### config.mk
export PLATFORM = sky130hd
export DESIGN_NAME = ir_encoder
export DESIGN_NICKNAME = d
export VERILOG_FILES = /design/src/rtl/risc_pkg.sv /design/src/rtl/ir_fifo.sv /design/src/rtl/ir_encoder.sv
export SDC_FILE = /design/constraint.sdc
export NUM_CORES = 1
export LEC_CHECK = 0
export BUFFER_PORTS_ARGS = -buffer_cell sky130_fd_sc_hd__buf_2
export CAP_MARGIN = 25
export CORE_ASPECT_RATIO = 0.8
export CORE_UTILIZATION = 60
export DETAILED_ROUTE_END_ITERATION = 16
export PLACE_DENSITY = 0.81
export SETUP_SLACK_MARGIN = 0.02
export SYNTH_ARGS = -nofsm -noshare
export SYNTH_HDL_FRONTEND = slang
export SYNTH_HIERARCHICAL = 1
export SYNTH_SLANG_ARGS = --single-unit
### constraint.sdc
create_clock -name clk -period 7.9 [get_ports clk]
set_clock_uncertainty 0.15 [all_clocks]
set_input_delay 1.58 -clock clk [delete_from_list [all_inputs] [get_ports clk]]
set_output_delay 1.58 -clock clk [all_outputs]
set_load 0.05 [all_outputs]
### src/rtl/risc_pkg.sv
// risc_pkg: instruction formats, write-FSM states, IR field positions, FIFO depth and encode/range helpers
package risc_pkg;
  typedef enum logic [1:0] {FMT_REG = 2'b00, FMT_IMM8 = 2'b01, FMT_IMM5 = 2'b10, FMT_BR = 2'b11} fmt_e;
  typedef enum logic {S_IDLE, S_WRITE} state_e;
  localparam int IR_W = 16;
  localparam int FIFO_DEPTH = 4;
  localparam int OP_LSB = 13;
  localparam int ALU_LSB = 11;
  localparam int RN_LSB = 8;
  localparam int RD_LSB = 5;
  localparam int SH_LSB = 3;
  function automatic logic [IR_W-1:0] encode(fmt_e f, logic [2:0] op, logic [1:0] alu, logic [2:0] rn,
                                             logic [2:0] rd, logic [2:0] rm, logic [1:0] sh,
                                             logic [2:0] cnd, logic [15:0] imm);
    logic [IR_W-1:0] ir;
    ir = '0;
    ir[OP_LSB +: 3] = op;
    ir[ALU_LSB +: 2] = alu;
    ir[RN_LSB +: 3] = (f == FMT_BR) ? cnd : rn;
    ir[7:0] = (f == FMT_REG) ? {rd, sh, rm} : (f == FMT_IMM5) ? {rd, imm[4:0]} : imm[7:0];
    return ir;
  endfunction
  // In range when every bit above the field's sign bit matches it
  function automatic logic imm_ok(fmt_e f, logic [15:0] imm);
    return (f == FMT_REG) ? 1'b1 :
           (f == FMT_IMM5) ? (&imm[15:4] || ~|imm[15:4]) : (&imm[15:7] || ~|imm[15:7]);
  endfunction
endpackage

### src/rtl/ir_fifo.sv
// ir_fifo: circular FIFO exposing head and the entry that becomes head after a pop
module ir_fifo #(
  parameter int W = 16,
  parameter int D = 4
) (
  input  logic               clk,
  input  logic               rst_n,
  input  logic               push,
  input  logic               pop,
  input  logic [W-1:0]       wdata,
  output logic [W-1:0]       rdata,
  output logic [W-1:0]       next_rdata,
  output logic [$clog2(D):0] count
);
  localparam int AW = $clog2(D);
  logic [W-1:0] mem [D];
  logic [AW-1:0] wr_ptr, rd_ptr;
  assign rdata = mem[rd_ptr];
  // With a single entry left, the word arriving this cycle becomes the next head
  assign next_rdata = (count > (AW+1)'(1)) ? mem[rd_ptr + 1'b1] : wdata;
  always_ff @(posedge clk) begin
    if (push) mem[wr_ptr] <= wdata;
  end
  always_ff @(posedge clk) begin
    if (!rst_n) begin
      wr_ptr <= '0;
      rd_ptr <= '0;
      count <= '0;
    end else begin
      wr_ptr <= push ? wr_ptr + 1'b1 : wr_ptr;
      rd_ptr <= pop ? rd_ptr + 1'b1 : rd_ptr;
      count <= count + (AW+1)'(push) - (AW+1)'(pop);
    end
  end
endmodule

### src/rtl/ir_encoder.sv
// ir_encoder: encodes instruction fields, range-checks immediates, queues words and writes them to instruction memory
module ir_encoder
  import risc_pkg::*;
(
  input  logic        clk,
  input  logic        rst_n,
  input  logic        in_valid,
  output logic        in_ready,
  input  logic [2:0]  opcode,
  input  logic [1:0]  alu_op,
  input  logic [1:0]  fmt,
  input  logic [2:0]  rn,
  input  logic [2:0]  rd,
  input  logic [2:0]  rm,
  input  logic [1:0]  shift_op,
  input  logic [2:0]  cond,
  input  logic [15:0] imm,
  input  logic        load_addr,
  input  logic [7:0]  start_addr,
  output logic        mem_wr,
  output logic [7:0]  mem_addr,
  output logic [15:0] mem_wdata,
  input  logic        mem_ack,
  output logic        err,
  input  logic        err_clr,
  output logic        wrap
);
  localparam int CW = $clog2(FIFO_DEPTH) + 1;
  state_e state, state_nx;
  logic [CW-1:0] count;
  logic [IR_W-1:0] ir, head, next_head, wdata_nx;
  logic [7:0] cnt, cnt_nx, addr_nx;
  logic fire, ok, push, pop, next_avail, wr_nx, wrap_nx;
  assign in_ready = count < CW'(FIFO_DEPTH);
  assign fire = in_valid && in_ready;
  assign ok = imm_ok(fmt_e'(fmt), imm);
  assign push = fire && ok;
  assign ir = encode(fmt_e'(fmt), opcode, alu_op, rn, rd, rm, shift_op, cond, imm);
  assign next_avail = (count > CW'(1)) || push;
  ir_fifo #(.W(IR_W), .D(FIFO_DEPTH)) u_fifo (
    .clk(clk), .rst_n(rst_n), .push(push), .pop(pop), .wdata(ir),
    .rdata(head), .next_rdata(next_head), .count(count)
  );
  always_comb begin
    state_nx = state;
    wr_nx = mem_wr;
    addr_nx = mem_addr;
    wdata_nx = mem_wdata;
    cnt_nx = cnt;
    wrap_nx = wrap;
    pop = 1'b0;
    if (state == S_IDLE) begin
      if (count != '0) begin
        state_nx = S_WRITE;
        wr_nx = 1'b1;
        addr_nx = cnt;
        wdata_nx = head;
      end else if (load_addr) begin
        cnt_nx = start_addr;
      end
    end else if (mem_ack) begin
      pop = 1'b1;
      cnt_nx = cnt + 8'd1;
      wrap_nx = wrap || (cnt == 8'hff);
      addr_nx = cnt + 8'd1;
      wdata_nx = next_head;
      state_nx = next_avail ? S_WRITE : S_IDLE;
      wr_nx = next_avail;
    end
  end
  always_ff @(posedge clk) begin
    if (!rst_n) begin
      state <= S_IDLE;
      cnt <= '0;
      mem_wr <= 1'b0;
      mem_addr <= '0;
      mem_wdata <= '0;
      err <= 1'b0;
      wrap <= 1'b0;
    end else begin
      state <= state_nx;
      cnt <= cnt_nx;
      mem_wr <= wr_nx;
      mem_addr <= addr_nx;
      mem_wdata <= wdata_nx;
      err <= (fire && !ok) || (err && !err_clr);
      wrap <= wrap_nx;
    end
  end
endmodule

# Word level (Yosys, flattened, before mapping)
# Memories as Yosys holds them, arrays and structs flattened. A register that Yosys moved wholly into a read port is not among the register bits.
# Cells that the tools add are included.
# totals
ram_bits	64
ff_bits	43
memories	1
# classes
muxes	28
addsub	5
reduce_logical	24
n_eq_ne	5
order_cmp	2
# mem_list
name	depth	word_bits	read_ports	rd_clocked_by_memory_dff	wr	line	rtl
u_fifo.mem	4	16	2	1	1	ir_fifo.sv:16	logic [W-1:0] mem [D];
# op_table
op	n
2-to-1 mux 16 bit	4
2-to-1 mux 8 bit	8
2-to-1 mux 1 bit	13
AND reduction 12 bit	1
OR reduction 12 bit	1
AND reduction 9 bit	1
OR reduction 9 bit	1
adder 8 x 1 -> 8 bit, second input constant	1
equality test 8 bit, second input constant	1
logical OR 1 bit	5
adder 2 x 1 -> 2 bit, second input constant	2
equality test 2 bit, second input constant	2
logical AND 1 bit	4
logical NOT 1 bit	4
2-to-1 mux 2 bit	2
inequality test 2 bit, second input constant	2
AND reduction 2 bit	2
nonzero test 2 bit	2
adder 3 x 1 -> 3 bit	1
greater-than comparator 3 x 1 -> 1 bit, second input constant	1
less-than comparator 3 bit, second input constant	1
2-to-1 mux 3 bit	1
AND reduction 3 bit	1
nonzero test 3 bit	1
2 further kinds	2

# Logic depth before layout (Yosys ltp)
# logic_depth
word_depth	10
mapped_depth	12
ltp_nobuf	12

# Modules after synthesis
# The synthesis kept the hierarchy.
# modules_own_cells
mod	cells_per_inst	area_per_inst_um2	n_inst
ir_fifo	201	3458.3	1
ir_encoder	226	1933.1	1

# Worst setup path after synthesis
# No wires, ideal clock.
# synth_path
path_type	input to register
start	input port imm[12]
end	register u_fifo.count[2]
required_time_ns	7.635
cell_stages	12
path_slack_ns	3.534
arrival_time_ns	4.102
cell_sequence	or4_1 -> nor3_2 -> a211oi_1 -> nor3_1 -> inv_1 -> ha_1 -> inv_1 -> ha_1 -> inv_1 -> fa_1 -> xor2_1 -> and2_1
# synth_between
elab_chain_cells	8
word_cells_on_any_way	13
classes_between	add/sub: 2; mux: 2; reduce/logical: 9
# synth_rtl
element	line	rtl
from (decl)	ir_encoder.sv:17	input logic [15:0] imm,
OR reduction 12 bit or OR reduction 9 bit (tied branches)	risc_pkg.sv:26	(f == FMT_IMM5) ? (&imm[15:4] || ~|imm[15:4]) : (&imm[15:7] || ~|imm[15:7]);
logical NOT 1 bit	risc_pkg.sv:26	
logical OR 1 bit	risc_pkg.sv:26	
2-to-1 mux 1 bit *	risc_pkg.sv:26	
2-to-1 mux 1 bit *	risc_pkg.sv:25	return (f == FMT_REG) ? 1'b1 :
logical AND 1 bit *	ir_encoder.sv:37	assign push = fire && ok;
via push	ir_encoder.sv:33	logic fire, ok, push, pop, next_avail, wr_nx, wrap_nx;
adder 3 x 1 -> 3 bit *	ir_fifo.sv:32	count <= count + (AW+1)'(push) - (AW+1)'(pop);
subtractor 3 x 1 -> 3 bit *	ir_fifo.sv:32	
to (signal assigned)	ir_fifo.sv:32	
to (decl)	ir_fifo.sv:13	output logic [$clog2(D):0] count
# Mark *: on every way through the listed nets, which the timed path passes. The rest lies on a longest branch.
# A chain may end at the register's enable or synchronous reset.

# Final worst setup path
# Ends and elaborated chain as after synthesis.

==> impl_metrics.py <==
metrics = {
    "outcome": {
        "outcome": "complete, no violations",
    },
    "cts": {
        "clk-insertion-delay-late_ps": 380,
        "cts_hold_buf": 0,
        "root_buffer": "clkbuf_8",
        "cts_tree": "yes",
        "cts.sinks": 109,
        "post_cts_buffers": 0,
        "path_clk_slew_ps": 110,
        "cts_buffers": 9,
        "h-tree-depth": 3,
        "clock_path_buffers": 2,
        "cts_resized": 0,
    },
    "drt": {
        "totalWireLength_um": 11350,
        "vias_per_cell": 6.073,
        "first_pass_iters": 5,
        "wire_per_inst_um": 18.49,
        "drcViolationCount": 0,
        "vias": 3729,
        "drt.antenna.violating_nets": 0,
        "drt-initial-drc-count": 168,
    },
    "logic_synthesis": {
        "synth_edf_count": 64,
        "syn-instance-count": 427,
        "synth_area_um2": 5391,
        "syn_area_per_cell_um2": 12.63,
        "synth.distinct_cells": 57,
        "syn_nets": 487,
        "ys_seq_elements": 109,
        "yosysWarnings": 6,
        "async_reset_ff_share_pct": 0,
        "seq_area_frac_synth_pct": 52.36,
        "synth_flop_cell": "edfxtp_1",
    },
    "power": {
        "p_per_area_nw_per_um2": 313.8,
        "ir_worst_vdd_mv": 0.2846,
        "p_leak_nw": 2.217,
    },
    "die": {
        "ios": 79,
        "initial_core_util_pct": 62.72,
        "rows": 30,
        "dieArea_um2": 9371,
        "fp.dieH_um": 86.79,
        "coreArea_um2": 8596,
        "die_w_um": 108.0,
    },
    "timing": {
        "tightest_slew_ps": 911.4,
        "fin_hold_ws_ps": 337.2,
        "fin_crit_sh_pct": 55.80,
        "setup_violations": 0,
        "setup_tns_ps": 0,
        "max_slew_margin_pct": 39.24,
        "hold_violations": 0,
        "max_freq_ghz": 0.2268,
        "period_needed_ps": 4408,
        "rsz0062_at_grt": "no",
        "report.final.slew_viol_count": 0,
    },
    "final_layout": {
        "nNetsFinal": 557,
        "drive_above_1_share_pct": 30.48,
        "mostFrequentLayoutCell": "buf_2",
        "fillers": 609,
        "area_growth_pct": 12.18,
        "antenna_cells": 0,
        "mostFrequentLayoutCells": "buf_2, edfxtp_1, dfxtp_1, nor2_1, mux2i_1",
    },
    "min_path": {
        "min_to": "wrap",
        "hp-class": "reg2reg",
        "holdPathStages": 2,
        "worstHoldStart": "wrap",
    },
    "setup_path": {
        "required_ps": 8030,
        "cp_max_fo": 7,
        "critPathKind": "in2reg",
        "endpoint_kind": "register",
        "cp.arrival_ps": 4540,
        "reg2reg_depth": 10,
        "worstSetupStartpointType": "input pin",
        "reg2reg_from": "state",
        "rr_endpoint": "u_fifo/count[2]",
        "r2r_slack_ps": 4710,
    },
    "grt": {
        "track_usage_pct": 25.72,
        "antenna_found_initial": 0,
        "grt_pass1_vias": 3561,
        "grt_max_degree": 34,
        "overflow": 0,
        "grt_pass1_wl_um": 17920,
    },
    "place": {
        "port_buffers": 78,
        "gp_congestion": 0.8864,
        "dp_hpwl_um": 7682,
    },
    "flow_run": {
        "drv_cap": 0,
    },
}
layout make-up:
cell class / instances / area [um2] / area share [%]
Clock buffer: 9 / 123.9 / 2.048
Clock inverter: 7 / 83.83 / 1.386
Inverter: 14 / 52.55 / 0.8688
Multi-Input combinational cell: 280 / 2369 / 39.16
Sequential cell: 109 / 2824 / 46.69
Tap cell: 112 / 140.1 / 2.317
Timing Repair Buffer: 83 / 455.4 / 7.530
registers in the layout (all words and copies together), names as in the netlist, named ones only:
name	flops
u_fifo/mem	64
mem_wdata	16
cnt	8
mem_addr	8
u_fifo/count	3
u_fifo/rd_ptr	2
u_fifo/wr_ptr	2
err	1
mem_wr	1
state	1
wrap	1
per-layer routing:
| layer | global-route usage, % | vias up | share of wire [%] |
|---|---|---|---|
| li1 | - | 1764 | - |
| met1 | 32.62 | 1812 | 43 |
| met4 | 8.095 | 0 | 1.3 |
| met2 | 43.60 | 138 | 49 |
| met5 | 0 | - | 0 |
| met3 | 6.316 | 15 | 6.1 |
kinds of logic (layout without fill, tap and decap cells):
logic type                 Yosys count  in the layout  synth area share [%]
AOI/OAI and AO/OA                   75             75                 10.72
adders and majority gates            9              9                 2.228
and+or+nand+nor                    110            110                 9.887
buffers and inverters               38            113                 3.782
DFF                                109            109                 52.36
xor gates and xnor gates             6              6                0.9747
muxes                               80             80                 20.05
report_power, final:
group	switching (mW)	internal, mW
combinational	0.492	0.285
sequential	0.0878	0.684
clock	0.197	0.152
total	0.777	1.12
metrics by stage:
stage | util [%] | power (mW) | instances | instance area [um2] | setup WS (ps)
after global routing | 70.36 | 2.003 | 614 | 6048 | 3261
after global placement | 67.37 | 1.533 | 595 | 5791 | 3221
after floorplan | - | 1.376 | 427 | 5391 | 3534
after CTS | 70.04 | 1.904 | 613 | 6021 | 3510
after detailed placement | 67.63 | 1.556 | 597 | 5813 | 3121
final | 70.36 | 1.898 | 614 | 6048 | 3492
synth_stat cells (7+ instances only):
cell      number  share of area (%)
a211oi_1      20                2.8
a21oi_1       16                1.5
and2_1        12                1.4
buf_2          9               0.84
clkbuf_1       9               0.63
dfxtp_1       45                 17
edfxtp_1      64                 36
ha_1           8                1.9
inv_1         12               0.84
mux2_2        15                3.1
mux2_4        12                3.3
mux2i_1       36                6.7
mux4_2        16                6.7
nand2_1       27                1.9
nand3_1        7               0.65
nor2_1        36                2.5
o221a_1       12                2.5
critical path: stages:
cell      delay, ps
buf_2           100
or4_1           540
nor3_2          200
a211oi_1        140
nor3_1          630
inv_1           110
ha_1            310
inv_1            50
ha_1            120
inv_1            50
fa_1            370
xor2_1          170
and2_1          150
worst max path at each step:
stage | startpoint | to | slack (ps) | cells past startpoint
6_report | imm[12] | u_fifo/count[2] | 3490 | 13
2_1_floorplan | imm[12] | u_fifo/count[2] | 3530 | 12
4_1_cts | imm[12] | u_fifo/count[2] | 3510 | 13
5_1_grt | imm[12] | u_fifo/count[2] | 3260 | 13
3_5_place_dp | imm[12] | u_fifo/count[2] | 3120 | 13
3_3_place_gp | imm[12] | u_fifo/count[2] | 3220 | 13
Power figures use the tool's default switching activity.
